==> src/rtl/mmio_uart_tx_pkg.sv <==
// Shared definitions for the memory-mapped UART transmitter.
//   - Default register addresses inside the data-memory window
//   - Transmit FSM state encoding
//   - Bit positions of the status word
package mmio_pkg;

    localparam logic [12:0] DATA_ADDR = 13'h1F00;
    localparam logic [12:0] STAT_ADDR = 13'h1F04;

    typedef enum logic [1:0] {
        IDLE  = 2'd0,
        START = 2'd1,
        DATA  = 2'd2,
        STOP  = 2'd3
    } tx_state_e;

    localparam int ST_EMPTY = 0;
    localparam int ST_FULL  = 1;
    localparam int ST_BUSY  = 2;
    localparam int ST_OVF   = 3;

endpackage

==> src/rtl/mmio_uart_tx_if.sv <==
// CPU data-port view of the peripheral window.
//   wena  : store strobe             (CPU -> peripheral)
//   addr  : byte address [12:0]      (CPU -> peripheral)
//   wdata : store data               (CPU -> peripheral)
//   sel   : address hits the window  (peripheral -> CPU, gates dmem write)
//   rdata : read data                (peripheral -> CPU)
interface mmio_uart_tx_if;
    logic        wena;
    logic [12:0] addr;
    logic [31:0] wdata;
    logic        sel;
    logic [31:0] rdata;

    modport master (output wena, addr, wdata, input  sel, rdata);
    modport slave  (input  wena, addr, wdata, output sel, rdata);
endinterface

==> src/rtl/mmio_uart_tx_sync_fifo.sv <==
// Byte-wide synchronous FIFO with asynchronous active-high reset.
//   clock, reset      : clock, async reset (empties the FIFO)
//   push_i/push_data_i: write request and byte; ignored when full
//   pop_i             : read request; ignored when empty
//   pop_data_o        : head byte (valid while !empty_o)
//   full_o, empty_o   : occupancy flags, derived from a count one bit wider
//                       than the pointers so both states are distinct
module sync_fifo #(
    parameter int DEPTH = 8
) (
    input  logic       clock,
    input  logic       reset,
    input  logic       push_i,
    input  logic [7:0] push_data_i,
    input  logic       pop_i,
    output logic [7:0] pop_data_o,
    output logic       full_o,
    output logic       empty_o
);
    localparam int AW = $clog2(DEPTH);
    localparam int CW = AW + 1;

    logic [7:0]    mem_q [DEPTH];
    logic [AW-1:0] wr_ptr_q;
    logic [AW-1:0] rd_ptr_q;
    logic [CW-1:0] count_q;
    logic          push_ok_s;
    logic          pop_ok_s;

    assign full_o     = (count_q == CW'(DEPTH));
    assign empty_o    = (count_q == {CW{1'b0}});
    assign pop_data_o = mem_q[rd_ptr_q];
    assign push_ok_s  = push_i && !full_o;
    assign pop_ok_s   = pop_i && !empty_o;

    // Storage array; contents are don't-care while the count says empty.
    always_ff @(posedge clock) begin
        if (push_ok_s) begin
            mem_q[wr_ptr_q] <= push_data_i;
        end
    end

    // Pointers wrap naturally because DEPTH is a power of two.
    always_ff @(posedge clock or posedge reset) begin
        if (reset) begin
            wr_ptr_q <= {AW{1'b0}};
            rd_ptr_q <= {AW{1'b0}};
            count_q  <= {CW{1'b0}};
        end else begin
            if (push_ok_s) begin
                wr_ptr_q <= wr_ptr_q + AW'(1);
            end
            if (pop_ok_s) begin
                rd_ptr_q <= rd_ptr_q + AW'(1);
            end
            case ({push_ok_s, pop_ok_s})
                2'b10:   count_q <= count_q + CW'(1);
                2'b01:   count_q <= count_q - CW'(1);
                default: count_q <= count_q;
            endcase
        end
    end
endmodule

==> src/rtl/mmio_uart_tx.sv <==
// Memory-mapped 8N1 UART transmitter sitting beside the data memory.
//   clock, reset : system clock, asynchronous active-high reset
//   bus          : CPU data port (slave side); sel/rdata are combinational
//   txd          : registered serial output, idles high
//   busy         : registered, high while a frame is in progress
// Stores to DATA_ADDR queue a byte (dropped and flagged when the FIFO is full);
// stores to STAT_ADDR with wdata[0]=1 clear the sticky overflow flag.
// Status word: {28'b0, overflow, busy, full, empty}.
module mmio_uart_tx #(
    parameter int          CLK_DIV    = 434,
    parameter int          FIFO_DEPTH = 8,
    parameter logic [12:0] DATA_ADDR  = mmio_pkg::DATA_ADDR,
    parameter logic [12:0] STAT_ADDR  = mmio_pkg::STAT_ADDR
) (
    input  logic            clock,
    input  logic            reset,
    mmio_uart_tx_if.slave   bus,
    output logic            txd,
    output logic            busy
);
    import mmio_pkg::*;

    localparam int BW = $clog2(CLK_DIV);

    tx_state_e     state_q, state_d;
    logic [BW-1:0] baud_q, baud_d;
    logic [2:0]    bit_q, bit_d;
    logic [7:0]    shift_q, shift_d;
    logic          txd_q, txd_d;
    logic          busy_q, busy_d;
    logic          ovf_q, ovf_d;

    logic          sel_data_s, sel_stat_s;
    logic          push_req_s, clear_s, pop_s, baud_end_s;
    logic          full_s, empty_s;
    logic [7:0]    head_s;
    logic [31:0]   status_s;
    logic          unused_wdata_s;

    assign sel_data_s     = (bus.addr == DATA_ADDR);
    assign sel_stat_s     = (bus.addr == STAT_ADDR);
    assign push_req_s     = bus.wena && sel_data_s;
    assign clear_s        = bus.wena && sel_stat_s && bus.wdata[0];
    assign baud_end_s     = (baud_q == BW'(CLK_DIV - 1));
    assign unused_wdata_s = ^bus.wdata[31:8];

    sync_fifo #(.DEPTH(FIFO_DEPTH)) u_fifo (
        .clock       (clock),
        .reset       (reset),
        .push_i      (push_req_s),
        .push_data_i (bus.wdata[7:0]),
        .pop_i       (pop_s),
        .pop_data_o  (head_s),
        .full_o      (full_s),
        .empty_o     (empty_s)
    );

    // Status word assembly and window read mux.
    always_comb begin
        status_s           = 32'h0;
        status_s[ST_EMPTY] = empty_s;
        status_s[ST_FULL]  = full_s;
        status_s[ST_BUSY]  = busy_q;
        status_s[ST_OVF]   = ovf_q;
    end

    assign bus.sel   = sel_data_s | sel_stat_s;
    assign bus.rdata = sel_stat_s ? status_s : 32'h0;

    // Sticky overflow: a refused push on the same edge as a clear wins.
    always_comb begin
        if (push_req_s && full_s) begin
            ovf_d = 1'b1;
        end else if (clear_s) begin
            ovf_d = 1'b0;
        end else begin
            ovf_d = ovf_q;
        end
    end

    // Overflow flag register.
    always_ff @(posedge clock or posedge reset) begin
        if (reset) begin
            ovf_q <= 1'b0;
        end else begin
            ovf_q <= ovf_d;
        end
    end

    // FSM state, baud/bit counters and shift register.
    always_ff @(posedge clock or posedge reset) begin
        if (reset) begin
            state_q <= IDLE;
            baud_q  <= {BW{1'b0}};
            bit_q   <= 3'd0;
            shift_q <= 8'h00;
        end else begin
            state_q <= state_d;
            baud_q  <= baud_d;
            bit_q   <= bit_d;
            shift_q <= shift_d;
        end
    end

    // Next-state logic; pops happen from IDLE or at the end of STOP so
    // consecutive frames run with no idle gap.
    always_comb begin
        state_d = state_q;
        baud_d  = baud_q;
        bit_d   = bit_q;
        shift_d = shift_q;
        pop_s   = 1'b0;
        case (state_q)
            IDLE: begin
                if (!empty_s) begin
                    pop_s   = 1'b1;
                    shift_d = head_s;
                    baud_d  = {BW{1'b0}};
                    state_d = START;
                end else begin
                    state_d = IDLE;
                end
            end
            START: begin
                if (baud_end_s) begin
                    baud_d  = {BW{1'b0}};
                    bit_d   = 3'd0;
                    state_d = DATA;
                end else begin
                    baud_d  = baud_q + BW'(1);
                end
            end
            DATA: begin
                if (baud_end_s) begin
                    baud_d = {BW{1'b0}};
                    if (bit_q == 3'd7) begin
                        state_d = STOP;
                    end else begin
                        bit_d   = bit_q + 3'd1;
                        shift_d = {1'b0, shift_q[7:1]};
                    end
                end else begin
                    baud_d = baud_q + BW'(1);
                end
            end
            STOP: begin
                if (baud_end_s) begin
                    baud_d = {BW{1'b0}};
                    if (!empty_s) begin
                        pop_s   = 1'b1;
                        shift_d = head_s;
                        state_d = START;
                    end else begin
                        state_d = IDLE;
                    end
                end else begin
                    baud_d = baud_q + BW'(1);
                end
            end
            default: begin
                state_d = IDLE;
            end
        endcase
    end

    // Output decode from the next state so txd/busy align with state_q.
    always_comb begin
        case (state_d)
            START:   txd_d = 1'b0;
            DATA:    txd_d = shift_d[0];
            default: txd_d = 1'b1;
        endcase
        busy_d = (state_d != IDLE);
    end

    // Registered serial line and busy flag.
    always_ff @(posedge clock or posedge reset) begin
        if (reset) begin
            txd_q  <= 1'b1;
            busy_q <= 1'b0;
        end else begin
            txd_q  <= txd_d;
            busy_q <= busy_d;
        end
    end

    assign txd  = txd_q;
    assign busy = busy_q;
endmodule

==> src/flat_wrapper.sv <==
// flat-port wrapper written by rule: the top's interface ports become plain ports
module mmio_uart_tx_flat import mmio_pkg::*;
#(
    parameter int          CLK_DIV    = 434,
    parameter int          FIFO_DEPTH = 8,
    parameter logic [12:0] DATA_ADDR  = mmio_pkg::DATA_ADDR,
    parameter logic [12:0] STAT_ADDR  = mmio_pkg::STAT_ADDR
)
  (clock, reset, txd, busy, bus_wena, bus_addr, bus_wdata, bus_sel, bus_rdata);
  mmio_uart_tx_if bus_i ();
  input  logic clock;
  input  logic reset;
  output logic txd;
  output logic busy;
  input wire logic [$bits(bus_i.wena)-1:0] bus_wena;
  input wire logic [$bits(bus_i.addr)-1:0] bus_addr;
  input wire logic [$bits(bus_i.wdata)-1:0] bus_wdata;
  output wire logic [$bits(bus_i.sel)-1:0] bus_sel;
  output wire logic [$bits(bus_i.rdata)-1:0] bus_rdata;
  assign bus_i.wena = bus_wena;
  assign bus_i.addr = bus_addr;
  assign bus_i.wdata = bus_wdata;
  assign bus_sel = bus_i.sel;
  assign bus_rdata = bus_i.rdata;
  mmio_uart_tx #(.CLK_DIV(CLK_DIV), .FIFO_DEPTH(FIFO_DEPTH), .DATA_ADDR(DATA_ADDR), .STAT_ADDR(STAT_ADDR)) u_core (.clock(clock), .reset(reset), .bus(bus_i), .txd(txd), .busy(busy));
endmodule
==> config.mk <==
export PLATFORM = sky130hd
export DESIGN_NAME = mmio_uart_tx_flat
export DESIGN_NICKNAME = d
export VERILOG_FILES = /design/src/rtl/mmio_uart_tx_pkg.sv /design/src/rtl/mmio_uart_tx_if.sv /design/src/rtl/mmio_uart_tx_sync_fifo.sv /design/src/rtl/mmio_uart_tx.sv /design/src/flat_wrapper.sv
export SDC_FILE = /design/constraint.sdc
export NUM_CORES = 1
export LEC_CHECK = 0
export CORE_ASPECT_RATIO = 1.75
export CORE_UTILIZATION = 53
export DETAILED_ROUTE_END_ITERATION = 10
export PLACE_DENSITY = 0.78
export RECOVER_POWER = 50
export SYNTH_ARGS = -nofsm -noshare
export SYNTH_HDL_FRONTEND = slang
export SYNTH_SLANG_ARGS = --single-unit
==> constraint.sdc <==
create_clock -name clock -period 3 [get_ports clock]
set_input_delay 0.45 -clock clock [delete_from_list [all_inputs] [get_ports clock]]
set_output_delay 0.45 -clock clock [all_outputs]
set_load 0.03 [all_outputs]
Yosys cells after proc, flatten, opt, wreduce, memory -nomap -nowiden

Memories as Yosys holds them, arrays and structs flattened.
Index checks and enable logic that the tools add are counted.

$add $sub $neg: 6
Reduce and logical (&&, ||, !) cells: 18
Multiplexer cells: 28
Equal/unequal tests: 17
Bitwise gates (word level): 1

Operator list:

| operator               | count |
|---|---|
| $mux W8                | 4 |
| $eq A13 B13 Y1 const B | 2 |
| $pmux W8 S3            | 1 |
| $mux W9                | 2 |
| $pmux W9 S2            | 1 |
| $add A3 B1 Y3 const B  | 3 |
| $add A9 B1 Y9 const B  | 1 |
| $eq A9 B9 Y1 const B   | 1 |
| $mux W3                | 3 |
| $eq A2 B2 Y1 const B   | 4 |
| $mux W2                | 4 |
| $pmux W2 S4            | 1 |
| $pmux W4 S2            | 1 |
| $reduce_and A4 Y1      | 2 |
| $reduce_bool A2 Y1     | 4 |
| $mux W1                | 7 |
| $eq A2 B1 Y1 const B   | 3 |
| $logic_and A1 B1 Y1    | 6 |
| $ne A2 B1 Y1 const B   | 3 |
| $pmux W3 S2            | 1 |
| $add A4 B1 Y4 const B  | 1 |
| $eq A4 B4 Y1 const B   | 1 |
| $logic_not A4 Y1       | 1 |
| $mux W4                | 1 |
| other kinds (9)        | 12 |

Memories kept: 1
Bits in registers: 35
Output and inout bits: 35
Bits in writable memories: 64
Bits of input ports: 48
Word-level logic and storage cells: 82

Memory list:

| memory              | depth | width | rd ports | clocked after memory_dff | write ports | line                         | text |
|---|---|---|---|---|---|---|---|
| u_core.u_fifo.mem_q | 8     | 8     | 1        | 0                        | 1           | mmio_uart_tx_sync_fifo.sv:23 | `logic [7:0] mem_q [DEPTH];` |

Logic depth before layout (Yosys ltp)

Depth in word-level cells: 7
Mapped depth: 12
Mapped depth without buffers: 12

Modules after synthesis

Synthesis repeated with hierarchy kept, for this count alone.

Cells, all modules: 354
Area total of the unflattened synthesis: 4933.5 µm²

By module, submodules not included:

| module       | instances | sequential area each (µm²) | cells each | area an instance (µm²) |
|---|---|---|---|---|
| sync_fifo    | 1         | 2172.1                     | 161        | 3135.5 |
| mmio_uart_tx | 1         | 626.9                      | 193        | 1798.0 |

Least setup slack after synthesis

No wires, ideal clock.

Path type: in2reg
Start: input port bus_addr[1]
End: register u_core.u_fifo.count_q[3]
Data required time: 2.875 ns
Path slack: 0.043 ns
Stages on the path: 10
Path buffers: 0
Setup time: 0.125 ns
Arrival time: 2.832 ns
Cell sequence: or4_4 nor3_4 nand4b_4 ha_1 ha_1 a21o_1 a21oi_1 xnor2_1 nor2_1 xor2_1

Longest elaborated chain between the ends: 5
Elaborated cells on any way between the ends: 7
Those cells by class: 3 x eq/ne; 1 x mux; 3 x reduce/logical

RTL lines:

| element                                           | line                         | text |
|---|---|---|
| from (decl)                                       | flat_wrapper.sv:16           | `input wire logic [$bits(bus_i.addr)-1:0] bus_addr;` |
| $eq A13 B13 Y1 (*)                                | mmio_uart_tx.sv:40           | `assign sel_data_s = (bus.addr == DATA_ADDR);` |
| $logic_and A1 B1 Y1 (*)                           | mmio_uart_tx.sv:42           | `assign push_req_s = bus.wena && sel_data_s;` |
| $logic_and A1 B1 Y1 (*)                           | mmio_uart_tx_sync_fifo.sv:33 | `assign push_ok_s = push_i && !full_o;` |
| $eq A2 B1 Y1 or $eq A2 B2 Y1 (tied branches)      | mmio_uart_tx_sync_fifo.sv:56 | `case ({push_ok_s, pop_ok_s})` |
| $pmux W4 S2 or $reduce_bool A2 Y1 (tied branches) | --                           |  |
| to (signal assigned)                              | mmio_uart_tx_sync_fifo.sv:57 | `2'b10: count_q <= count_q + CW'(1);` |
| to (signal assigned)                              | mmio_uart_tx_sync_fifo.sv:58 | `2'b01: count_q <= count_q - CW'(1);` |
| to (signal assigned)                              | mmio_uart_tx_sync_fifo.sv:59 | `default: count_q <= count_q;` |
| to (decl)                                         | mmio_uart_tx_sync_fifo.sv:26 | `logic [CW-1:0] count_q;` |

Mark *: on every way between the ends. The rest lies on a longest branch, timed or not.
A chain may end at the register's enable or synchronous reset.

Final worst setup path

Start: input port bus_addr[1]
End: output port bus_sel

Longest elaborated chain between the ends: 2
Elaborated cells on any way between the ends: 3
Those cells by class: 2 x eq/ne; 1 x bitwise

RTL lines:

| element                                  | line                                   | text |
|---|---|---|
| $eq A13 B13 Y1, on equally long branches | mmio_uart_tx.sv:40, mmio_uart_tx.sv:41 |  |
| $or A1 B1 Y1 (*)                         | mmio_uart_tx.sv:67                     | `assign bus.sel = sel_data_s \| sel_stat_s;` |
| to (decl)                                | flat_wrapper.sv:18                     | `output wire logic [$bits(bus_i.sel)-1:0] bus_sel;` |

Marks and branches as above.

==> results.toml <==
[outcome]
status = "complete, but fails checks"
violations = "capacitance limit, slew limit"

[synth]
synthesis.area_sq_um = 4810
synth_common_cells = "edfxtp_1 (64), dfrtp_1 (34), buf_4 (28)"
synthMostInstantiatedCell = "edfxtp_1"
synth-simple-area-share_pct = 11.4
synth_area_leaders = "edfxtp_1 (40%), dfrtp_1 (18%), mux4_2 (7.5%)"
ys_ff_latch = 99
synthAdderAreaFrac_pct = 4.06
synthMuxAreaShare_pct = 10.5
synth_top_area_cell = "edfxtp_1"
synth_top_area_share_pct = 40.0
synth_enable_flop_cells = 64
avgSynthCellArea_sq_um = 13.6
synth_cells = 353
synth_top_family_by_area = "simple AND/OR/NAND/NOR gates"
synth_xor_area_share_pct = 1.46
synth_flop_cell = "edfxtp_1"
ys_warn_count = 0
synth_cell_type_count = 57
async_flop_share_pct = 35.4
synth-compound-area-share_pct = 8.02
synth_seq_area_share_pct = 58.2

[routing]
drt-initial-drc-count = 165
post-route-drc-count = 0
drtPass1Iterations = 4
viasPerCell = 5.62
avgRoutedWirePerCell_um = 16.9
ant_nets = 0
vias = 2938
wirelength_um = 8810

[timing]
drv_slew = 36
finalHoldWorstSlack_ns = 0.504
slew-limit-headroom_pct = -29.0
rsz0062_at_grt = "false"
timing.final.ws_setup_ns = 0.0559
clock.fmax_mhz = 340
period_needed_ns = 2.94
worst_pin_slew_ns = 1.93
finalSetupViolCount = 0
clock_skew_ns = 0.00676
final.setup.tns_ns = 0
hold_viol = 0
min_period_over_period_pct = 98.1

[pwr]
powerDensity_nw_per_um2 = 483
power.share.combinational_pct = 3.6
switching_share_pct = 22.5
irDropWorstVdd_uv = 501
p_clk_share_pct = 41.8
leakage_nw = 2.12
p_seq_share_pct = 54.6
p_sw_uw = 599
p_int_mw = 2.07
power.total_mw = 2.66

[critical_path]
arrival_ns = 2.49
r2r-end = "u_core.u_fifo.count_q[3]"
cpMostUsedCell = "clkdlybuf4s50_1"
crit_path_max_fanout = 6
required_ns = 2.55
max_stage_delay_ns = 0.67
timing.rr.start = "u_core.baud_q[1]"
worstSetupEndpointType = "output port"
start_kind = "input port"
crit_chain = "clkdlybuf4s50_1 -> or4_4 -> nor3_4 -> buf_4 -> clkdlybuf4s50_1"
ff2ff_path_depth = 12
crit_start = "bus_addr[1]"
worstSetupEndpoint = "bus_sel"
slowest_stage = "clkdlybuf4s50_1"
crit_type = "input port to output port"
rrSetupSlack_ns = 0.17

[die]
chipHeight_um = 128
die_w_um = 74.0
core_sq_um = 8730
start_util_pct = 55.1
die_area_sq_um = 9470
pin_count = 83
rows = 45

[cts]
cts.path.max_buffers = 2
clk_latency_ns = 0.35
ctsRootBufferMaster = "clkbuf_16"
cts_tree = "built"
clk_pin_slew_worst_paths_ns = 0.07
cts_buffers = 9
cts.sinks = 99
h-tree-depth = 3
cts_hold_buf = 0
post_cts_resized = 0
post_cts_buffers = 0

[worst_hold_path]
hold_path_class = "flip-flop to flip-flop"

[layout]
layout.nets = 464
seq_area_sq_um = 2800
fillers = 653
antenna_cells = 0
final_area_sq_um = 5520
finish.utilization_pct = 63.3
drive_gt1_share_pct = 18.0
syn_to_final_growth_pct = 14.9
fin_cells = 523
multi_input_area_sq_um = 1810

[flow_run]
maxCapViolCount = 1

[grt]
grt_max_degree = 36
grt_antenna_before_repair = 0
groute.layer.met3.usage_pct = 4.17
use_met1_pct = 21.0
gr-total-overflow = 0
grt-busiest-layer = "met2"
grt_util_met2_pct = 37.6
grt_first_pass_wirelength_um = 14000
grt_pass1_vias = 2893
grt_usage_pct = 20.5

[placement]
io_buffers = 30
dpl_cell_area_sq_um = 5230
place.gp.congestion = 0.847
dpl.hpwl_um = 6370
dp_cells = 507
dp_slack_ns = -0.134
## worst min path at each step
stage / to / from / depth (start not counted) / slack [ns]
2_1_floorplan: u_core.ovf_q / u_core.ovf_q / 2 / 0.46
6_report: u_core.ovf_q / u_core.ovf_q / 2 / 0.50
3_5_place_dp: u_core.shift_q[7] / u_core.shift_q[7] / 1 / 0.49
5_1_grt: u_core.shift_q[7] / u_core.shift_q[7] / 1 / 0.53
4_1_cts: u_core.ovf_q / u_core.ovf_q / 2 / 0.51
3_3_place_gp: u_core.ovf_q / u_core.ovf_q / 2 / 0.48
## per-layer routing
layer  share of wire, %  up-vias
li1                   -     1365
met1                 36     1468
met2                 57       80
met3                3.5       25
met4                3.2        0
met5                  0        -
## registers in the layout, indices dropped and copies added, names as in the netlist, 2 cells and up
name / count
u_core.bit_q: 3
u_core.u_fifo.mem_q: 64
u_core.u_fifo.rd_ptr_q: 3
u_core.shift_q: 8
u_core.u_fifo.wr_ptr_q: 3
u_core.baud_q: 9
u_core.state_q: 2
u_core.u_fifo.count_q: 4
## final cells by class
type	count	share of cell area, %
well taps	117	2.65
clock inverters	7	1.22
multi-input cells	230	32.8
clock buffers	9	4.08
flip-flops and latches	99	50.7
inverters	12	0.816
repair buffers	49	7.77
## cell families (layout without fill, tap and decap cells)
group                      Yosys count  after routing
AOI/OAI and AO/OA                   57             57
xor gates and xnor gates             8              8
adders and majority gates           15             15
buffers and inverters               51             77
DFF                                 99             99
muxes                               30             30
other                                1             28
and+or+nand+nor                     92             92
## cells in the final DEF (no fill, tap or decap), types with 5 or more instances in the layout
cell type / count
clkbuf_16: 9
xor2_1: 5
nand2_1: 26
nor2_1: 17
a22o_1: 9
a21oi_1: 6
mux2i_1: 10
inv_1: 12
clkdlybuf4s50_1: 17
buf_4: 22
o21ai_0: 23
conb_1: 28
nand3_1: 6
edfxtp_1: 64
mux4_2: 16
nand2b_1: 5
nor3_1: 8
ha_1: 14
and3_1: 6
dfrtp_1: 34
dlygate4sd3_1: 9
## critical path, delay by kind of cell
family / cells / cell delay [ns]
buffers and inverters: 3 / 1.24
AND/OR/NAND/NOR: 2 / 0.79
## power by group through the flow
stage	sequential (mW)	clock [mW]	combinational (mW)
2_1_floorplan	1.48	0	0.0842
3_3_place_gp	1.48	0	0.0993
3_5_place_dp	1.48	0	0.101
4_1_cts	1.45	1.13	0.101
5_1_grt	1.45	1.19	0.107
6_report	1.45	1.11	0.0973
Power figures use the tool's default switching activity.
